`src/rtl/spi_kb_pkg.sv`:
```
// spi_kb_pkg: shared ZX keyboard matrix constants, FSM states and bit mapping.
package spi_kb_pkg;
  localparam int KB_FRAME_BITS = 40;
  localparam int KB_LINES = 5;
  localparam int KB_ROWS = 8;
  typedef enum logic [2:0] {IDLE, LEAD, HIGH, LOW, TAIL, GAP} kb_state_e;
  // Line 0 row 0 is the first bit on the wire.
  function automatic int kb_bit_index(input int line, input int row);
    return KB_FRAME_BITS - 1 - KB_ROWS * line - row;
  endfunction
endpackage

```
`src/rtl/kb5x8_spi_tx_if.sv`:
```
// kb5x8_spi_tx_if: request side (matrix + strobe) and SPI side of the keyboard sender.
interface kb5x8_spi_tx_if;
  logic [spi_kb_pkg::KB_FRAME_BITS-1:0] KEYS;
  logic START;
  logic BUSY;
  logic DONE;
  logic SPI_CLK;
  logic SPI_CS;
  logic SPI_MOSI;
  modport master (output KEYS, START, input BUSY, DONE, SPI_CLK, SPI_CS, SPI_MOSI);
  modport slave (input KEYS, START, output BUSY, DONE, SPI_CLK, SPI_CS, SPI_MOSI);
endinterface

```
`src/rtl/kb_spi_phase_div.sv`:
```
// kb_spi_phase_div: counts len cycles per FSM phase and strobes phase_end on the last one.
module kb_spi_phase_div #(
  parameter int W = 4
) (
  input  logic         CLK,
  input  logic         RST_N,
  input  logic         restart,
  input  logic [W-1:0] len,
  output logic         phase_end
);
  logic [W-1:0] cnt;
  assign phase_end = !restart && cnt == len - W'(1);
  always_ff @(posedge CLK or negedge RST_N) begin
    if (!RST_N) cnt <= '0;
    else cnt <= (restart || phase_end) ? '0 : cnt + W'(1);
  end
endmodule

```
`src/rtl/kb5x8_spi_tx.sv`:
```
// kb5x8_spi_tx: SPI master sending a 40-bit keyboard matrix frame, with one queued request.
module kb5x8_spi_tx
  import spi_kb_pkg::*;
#(
  parameter int CLK_DIV = 4,
  parameter int GAP_CYCLES = 8,
  parameter int FRAME_BITS = KB_FRAME_BITS
) (
  input logic CLK,
  input logic RST_N,
  kb5x8_spi_tx_if.slave bus
);
  localparam int MAXC = CLK_DIV > GAP_CYCLES ? CLK_DIV : GAP_CYCLES;
  localparam int CW = $clog2(MAXC + 1);
  localparam int BW = $clog2(FRAME_BITS + 1);
  kb_state_e state, state_nx;
  logic [FRAME_BITS-1:0] sh, pdata;
  logic [BW-1:0] bitcnt;
  logic pend, pe, launch, last;
  logic cs_q, sck_q, busy_q, done_q;
  logic cs_d, sck_d, busy_d, done_d;
  assign launch = bus.START || pend;
  assign last = bitcnt == BW'(FRAME_BITS);
  kb_spi_phase_div #(.W(CW)) u_div (
    .CLK(CLK),
    .RST_N(RST_N),
    .restart(state == IDLE),
    .len(state == GAP ? CW'(GAP_CYCLES) : CW'(CLK_DIV)),
    .phase_end(pe)
  );
  always_ff @(posedge CLK or negedge RST_N) begin
    if (!RST_N) state <= IDLE;
    else state <= state_nx;
  end
  always_comb begin
    state_nx = state;
    case (state)
      IDLE: state_nx = launch ? LEAD : IDLE;
      LEAD: state_nx = pe ? HIGH : LEAD;
      HIGH: state_nx = pe ? LOW : HIGH;
      LOW:  state_nx = pe ? (last ? TAIL : HIGH) : LOW;
      TAIL: state_nx = pe ? GAP : TAIL;
      GAP:  state_nx = pe ? IDLE : GAP;
      default: state_nx = IDLE;
    endcase
  end
  // Outputs are decoded from the next state so the pins switch with the state register.
  always_comb begin
    cs_d = state_nx == IDLE || state_nx == GAP;
    sck_d = state_nx == HIGH;
    busy_d = state_nx != IDLE;
    done_d = state == TAIL && state_nx == GAP;
  end
  always_ff @(posedge CLK or negedge RST_N) begin
    if (!RST_N) begin
      cs_q <= 1'b1;
      sck_q <= 1'b0;
      busy_q <= 1'b0;
      done_q <= 1'b0;
      sh <= '0;
      bitcnt <= '0;
      pend <= 1'b0;
      pdata <= '0;
    end else begin
      cs_q <= cs_d;
      sck_q <= sck_d;
      busy_q <= busy_d;
      done_q <= done_d;
      if (state == IDLE && launch) begin
        sh <= bus.START ? bus.KEYS : pdata;
        bitcnt <= '0;
      end else if (pe && state == HIGH) begin
        bitcnt <= bitcnt + BW'(1);
      end else if (pe && state == LOW && !last) begin
        sh <= sh << 1;
      end else if (pe && state == TAIL) begin
        sh <= '0;
      end
      // A request arriving outside IDLE is held; the newest matrix overwrites older ones.
      pend <= state == IDLE ? 1'b0 : pend || bus.START;
      if (state != IDLE && bus.START) pdata <= bus.KEYS;
    end
  end
  assign bus.SPI_CS = cs_q;
  assign bus.SPI_CLK = sck_q;
  assign bus.SPI_MOSI = sh[FRAME_BITS-1];
  assign bus.BUSY = busy_q;
  assign bus.DONE = done_q;
endmodule

```
`src/flat_wrapper.sv`:
```
// flat-port wrapper written by rule: the top's interface ports become plain ports
module kb5x8_spi_tx_flat import spi_kb_pkg::*;
#(
  parameter int CLK_DIV = 4,
  parameter int GAP_CYCLES = 8,
  parameter int FRAME_BITS = KB_FRAME_BITS
)
  (CLK, RST_N, bus_KEYS, bus_START, bus_BUSY, bus_DONE, bus_SPI_CLK, bus_SPI_CS, bus_SPI_MOSI);
  kb5x8_spi_tx_if bus_i ();
  input logic CLK;
  input logic RST_N;
  input wire logic [$bits(bus_i.KEYS)-1:0] bus_KEYS;
  input wire logic [$bits(bus_i.START)-1:0] bus_START;
  output wire logic [$bits(bus_i.BUSY)-1:0] bus_BUSY;
  output wire logic [$bits(bus_i.DONE)-1:0] bus_DONE;
  output wire logic [$bits(bus_i.SPI_CLK)-1:0] bus_SPI_CLK;
  output wire logic [$bits(bus_i.SPI_CS)-1:0] bus_SPI_CS;
  output wire logic [$bits(bus_i.SPI_MOSI)-1:0] bus_SPI_MOSI;
  assign bus_i.KEYS = bus_KEYS;
  assign bus_i.START = bus_START;
  assign bus_BUSY = bus_i.BUSY;
  assign bus_DONE = bus_i.DONE;
  assign bus_SPI_CLK = bus_i.SPI_CLK;
  assign bus_SPI_CS = bus_i.SPI_CS;
  assign bus_SPI_MOSI = bus_i.SPI_MOSI;
  kb5x8_spi_tx #(.CLK_DIV(CLK_DIV), .GAP_CYCLES(GAP_CYCLES), .FRAME_BITS(FRAME_BITS)) u_core (.CLK(CLK), .RST_N(RST_N), .bus(bus_i));
endmodule
```
`config.mk`:
```
export PLATFORM = sky130hd
export DESIGN_NAME = kb5x8_spi_tx_flat
export DESIGN_NICKNAME = d
export VERILOG_FILES = /design/src/rtl/spi_kb_pkg.sv /design/src/rtl/kb5x8_spi_tx_if.sv /design/src/rtl/kb_spi_phase_div.sv /design/src/rtl/kb5x8_spi_tx.sv /design/src/flat_wrapper.sv
export SDC_FILE = /design/constraint.sdc
export NUM_CORES = 1
export LEC_CHECK = 0
export BUFFER_PORTS_ARGS = -buffer_cell sky130_fd_sc_hd__buf_4
export CELL_PAD_IN_SITES_DETAIL_PLACEMENT = 1
export CELL_PAD_IN_SITES_GLOBAL_PLACEMENT = 1
export CORE_MARGIN = 10
export CORE_UTILIZATION = 45
export DETAILED_ROUTE_END_ITERATION = 16
export PLACE_DENSITY_LB_ADDON = 0.12
export SYNTH_ARGS = -nofsm -noshare
export SYNTH_HDL_FRONTEND = slang
export SYNTH_SLANG_ARGS = --single-unit
```
`constraint.sdc`:
```
create_clock -name CLK -period 3.9 [get_ports CLK]
set_input_delay 0.78 -clock CLK [delete_from_list [all_inputs] [get_ports CLK]]
set_output_delay 0.78 -clock CLK [all_outputs]
set_load 0.02 [all_outputs]
```
# Word level (Yosys, flattened, before mapping)
# Cells that the tools add are included.
[op_classes]
add_sub_neg = 3
n_eq_ne = 10
muxes = 18
reduce_logical = 20
[op_table]
columns = ["op", "n"]
rows = [
  ["$mux 40", 5],
  ["$pmux 3 s6", 1],
  ["$mux 6", 2],
  ["$eq 3x2->1 const B", 3],
  ["$eq 3x3->1 const B", 3],
  ["$mux 3", 3],
  ["$reduce_bool 3->1", 3],
  ["$logic_and 1x1->1", 8],
  ["$mux 4", 2],
  ["$add 6x1->6 const B", 1],
  ["$eq 6x6->1 const B", 1],
  ["$logic_not 3->1", 2],
  ["$add 4x1->4 const B", 1],
  ["$eq 4x4->1", 1],
  ["$mux 1", 4],
  ["$sub 4x1->4 const B", 1],
  ["$eq 3x1->1 const B", 1],
  ["$logic_or 1x1->1", 3],
  ["$logic_not 1->1", 2],
  ["$mux 2", 1],
  ["$ne 2x1->1 const B", 1],
  ["$reduce_and 2->1", 1],
  ["$reduce_bool 2->1", 1],
]
[word_totals]
ff_bits = 98
input_bits = 43
output_inout_bits = 5
word_cells = 61

# Longest topological paths before layout
[depth]
word_depth = 10
mapped_depth = 8
ltp_nobuf = 6

# By module
# Synthesis repeated with hierarchy kept, for this count alone.
[hier_totals]
hier_cells = 359
area_unflattened_um2 = 4972.3
[modules_own_cells]
columns = ["mod", "n_inst", "cells_each", "area_per_inst_um2", "seq_area_each_um2"]
rows = [
  ["kb5x8_spi_tx", 1, 335, 4694.5, 2353.5],
  ["kb_spi_phase_div", 1, 24, 277.8, 100.1],
]

# Least setup slack after synthesis
# No wires, ideal clock.
[synth_timing]
path_kind = "in2reg"
from = "in bus_START"
to = "reg u_core.sh[16]"
setup_time_ns = 0.125
arrival_time_ns = 1.931
required_ns = 3.775
setup_slack_ns = 1.844
path_stages = 5
n_path_buf = 2
path_cell_list = "buf_2 -> clkbuf_1 -> mux2i_1 -> o2bb2ai_1 -> mux2_4"
[synth_between]
elab_chain_len = 4
elab_cells_between_ends = 7
classes_between = "1 x eq/ne; 2 x mux; 4 x reduce/logical"
[synth_lines]
columns = ["element", "line", "source"]
rows = [
  ["start, declared", "flat_wrapper.sv:13", "input wire logic [$bits(bus_i.START)-1:0] bus_START;"],
  ["$logic_or 1x1->1", "kb5x8_spi_tx.sv:22", "assign launch = bus.START || pend;"],
  ["$logic_and 1x1->1", "kb5x8_spi_tx.sv:69", "if (state == IDLE && launch) begin"],
  ["$ne 2x1->1 (no source line) or $reduce_bool 3->1 (tied branches)", "-", ""],
  ["$reduce_and 2->1 (no source line)", "-", ""],
  ["end signal, assigned", "kb5x8_spi_tx.sv:70", "sh <= bus.START ? bus.KEYS : pdata;"],
  ["end signal, assigned", "kb5x8_spi_tx.sv:75", "sh <= sh << 1;"],
  ["end, declared", "kb5x8_spi_tx.sv:17", "logic [FRAME_BITS-1:0] sh, pdata;"],
]
# Parallel ways exist; a longest one is shown, timed or not.
# A chain may end at the register's enable or synchronous reset.

# Worst setup path after layout
[layout_timing]
from = "reg u_core.u_div.cnt[0]"
to = "reg u_core.sh[20]"
[layout_between]
elab_chain_len = 7
elab_cells_between_ends = 12
classes_between = "2 x eq/ne; 3 x mux; 7 x reduce/logical"
[layout_lines]
columns = ["element", "line", "source"]
rows = [
  ["start, declared", "kb_spi_phase_div.sv:11", "logic [W-1:0] cnt;"],
  ["start signal, assigned", "kb_spi_phase_div.sv:15", "else cnt <= (restart || phase_end) ? '0 : cnt + W'(1);"],
  ["$eq 4x4->1 *", "kb_spi_phase_div.sv:12", "assign phase_end = !restart && cnt == len - W'(1);"],
  ["$logic_and 1x1->1 *", "kb_spi_phase_div.sv:12", ""],
  ["$logic_and 1x1->1 (2 in a row)", "kb5x8_spi_tx.sv:74", "end else if (pe && state == LOW && !last) begin"],
  ["$mux 40", "kb5x8_spi_tx.sv:74", ""],
  ["$mux 40", "kb5x8_spi_tx.sv:72", "end else if (pe && state == HIGH) begin"],
  ["$mux 40", "kb5x8_spi_tx.sv:69", ""],
]
# Every way passes the cells marked *; elsewhere a longest branch is shown, timed or not. The select of a mux whose other input is x is not followed.

==> results.md <==
* Post-route ant nets at 0
* Reg2reg end: u_core.sh[20]
* Router iterations before antenna repair at 4
* Fin. Hold Viols at 0
* N_diodes at 0
* Synthesized Nets at approximately 400
* Die Ht at 125.2 um
* Mapped Cells at 358
* Ys flop type: dfrtp_1
* Max Freq at between 300 and 400 MHz
* Synthesis warning total at 0
* Hold/Removal Path Class: flip-flop to flip-flop
* Placed inst area at 0.005391 sq mm
* Max Slew Vio Count at 0
* Syn-to-layout area delta at 11.45%
* Hold slack at 0.4665 ns
* Slew Limit Headroom at 0.2958
* CP max-delay cell: a2bb2oi_4
* Antenna violations before repair at 0
* Initial DRC count at 122
* Clock root buffer: clkbuf_8
* Reg2Reg Launch Point: u_core.u_div.cnt[0]
* CTS tree: built
* # IOs at 48
* Final Core Density at 0.5122
* CTS Sinks at 98
* Library cells used by synthesis at 48
* Clock transition at path regs at 0.08 ns
* FF/Latch Area at 0.002454 sq mm
* Detailed Place HPWL at 6.600 mm
* Max incr delay on CP at roughly 0.62 ns
* Nets at around 440
* Initial core utilization at 0.4596
* Drt total wl at 9.965 mm
* P_leak at between 2 and 3 nW
* Setup TNS at 0 ns
* Area of the mapped netlist at 0.004982 sq mm
* Crit. path cell count at 6
* Most frequent cells in the layout: dfrtp_1 (97), buf_4 (53), mux2i_1 (40), mux2_2 (40)
* Critical Path AT at 3.12 ns
* Post-CTS Setup Bufs at 0
* Worst skew pair latency at around 0.37 ns
* CP endpoint kind: flip-flop
* Via count at 2930
* Final setup fails at 0
* CTS resizes at 0
* Critical path class: flip-flop to flip-flop
* RSZ-0062 raised after global routing: no
* Max Buffers Root-to-Sink at 2
* Synth area leaders: dfrtp_1 (49%), mux2_4 (12%), mux2_2 (9.0%)
* Fin area at 0.005553 sq mm
* DRC errors left at 0
* Filler cell count at roughly 1100
* H-tree Lvls at 3
* Worst Setup EP: u_core.sh[20]
* Yosys reg bits at 98
* Largest delay share family, worst path: compound AO/OA/AOI/OAI gates
* Total GRT Usage at 0.1281
* R2R cell count at 6
* Footprint of the multi-input gates at 0.002346 sq mm
* Total power density per cell area at 556.9 mW/mm^2
* Largest net degree at the start of global routing at 72
* Critical path required time at 4.15 ns
* Crit start category: flip-flop
* Status: finished, final reports clean
* Worst-path cell chain: ha_1 -> nor3b_4 -> mux2i_4 -> a2bb2oi_4 -> buf_4 -> mux2_4
* Area leader, netlist: dfrtp_1
* Post-synth EDFFs at 0
* Final Wtd Congestion at around 0.72
* GRT Residual Overflow at 0
* Port Buffer Count at 47
* Sequential share of the synthesized area at 0.4925
* First-pass GRT wire length at 16.66 mm
* Ys async rst share at 1.000
* Core area at around 0.011 sq mm
* Worst-path maximum fanout at 25
* Worst Tran Pin Value at between 1 and 1.5 ns
* Reg-to-reg setup timing slack at a little over 1 ns
* Tcrit/Tclk final at 0.7353
* Vias per inst at 5.436
* Avg Cell Area, Syn at around 14 sq um
* MaxCap Viol Count at 0
* Hold Buf Count CTS at 0
* Peak VDD IR at 0.2006 mV
* Min cycle time layout at 2.868 ns
* Num rows at 38
* Worst setup path startpoint: u_core.u_div.cnt[0]
* Share of cells above drive strength 1 at 0.3885
* Clock skew at around 0.0097 ns
* Commonest non-fill, non-tap cell in the layout: dfrtp_1
* Buf+Inv Stages, Crit Path at 1
* Synth top area share at 0.4872
* CTS Buf Count at 9
* Die width at 125.2 um
* Via count of the first global-routing pass at 3179
* Full die area at 0.01568 sq mm
* DR WL/cell at 18.49 um
[cells in the mapped netlist (all sizes together), types with 3 or more instances]
library cell  instances
o2bb2ai              39
buf                  14
ha                    3
mux2i                41
dfrtp                97
nor2                 12
nand3                 4
inv                   5
nand2                 4
o21ai                 5
clkbuf               10
nand4                 4
nand3b                3
mux2                 79
xor2                  6
[kinds of logic after synthesis]
kind of cell | after synthesis | share of synthesized area
muxes | 120 | 0.2928
DFF | 98 | 0.4925
AOI/OAI and AO/OA | 54 | 0.09393
and+or+nand+nor | 46 | 0.06052
buffers and inverters | 29 | 0.03868
xor gates and xnor gates | 8 | 0.01406
adders and majority gates | 3 | 0.007535
[metal layers]
metal,part of all wire,GRT usage
met2,0.47,0.1987
met3,0.019,0.02197
met1,0.50,0.1730
met5,0,0
met4,0.015,0.05285
[flip-flops by register name, indices dropped and copies added (netlist names)]
signal	flops
u_core.pdata	40
u_core.bus.SPI_CS	1
u_core.bus.BUSY	1
u_core.bus.DONE	1
u_core.bitcnt	6
u_core.pend	1
u_core.sh	40
u_core.u_div.cnt	4
u_core.bus.SPI_CLK	1
u_core.state	3
[worst register-to-register path, stage by stage (launching register included)]
cell and delay (ns):
dfrtp_1 0.38, ha_1 0.25, nor3b_4 0.44, mux2i_4 0.18, a2bb2oi_4 0.62, buf_4 0.54, mux2_4 0.36
[where the power goes]
part / total [mW] / switching (mW) / internal [mW]
clock network: 0.610 / 0.326 / 0.284
registers: 1.47 / 0.196 / 1.28
logic: 1.01 / 0.474 / 0.534
[worst min path at each step]
stage                                   start             endpoint  slack [ns]  cells after the start
after floorplan           u_core.u_div.cnt[0]  u_core.u_div.cnt[0]        0.43                      1
after global placement    u_core.u_div.cnt[0]  u_core.u_div.cnt[0]        0.45                      1
after detailed placement  u_core.u_div.cnt[0]  u_core.u_div.cnt[0]        0.46                      1
after CTS                 u_core.u_div.cnt[0]  u_core.u_div.cnt[0]        0.47                      1
after global routing      u_core.u_div.cnt[0]  u_core.u_div.cnt[0]        0.48                      1
final                     u_core.u_div.cnt[0]  u_core.u_div.cnt[0]        0.47                      1
[metrics by stage]
stage	setup slack [ns]	total power, mW	instances
final	1.032	3.092	539
after global routing	0.8232	3.299	539
after CTS	1.002	3.142	539
after detailed placement	1.036	2.512	527
after global placement	1.095	2.480	527
after floorplan	1.844	2.305	358
[cell type report]
class | instances | share of cell area
inverters | 5 | 0.003380
clock buffers | 11 | 0.02366
multi-input cells | 231 | 0.4225
well taps | 140 | 0.03155
repair buffers | 53 | 0.07165
flip-flops and latches | 98 | 0.4419
clock inverters | 1 | 0.005408
Note: power is estimated with default switching activity, not from simulation.
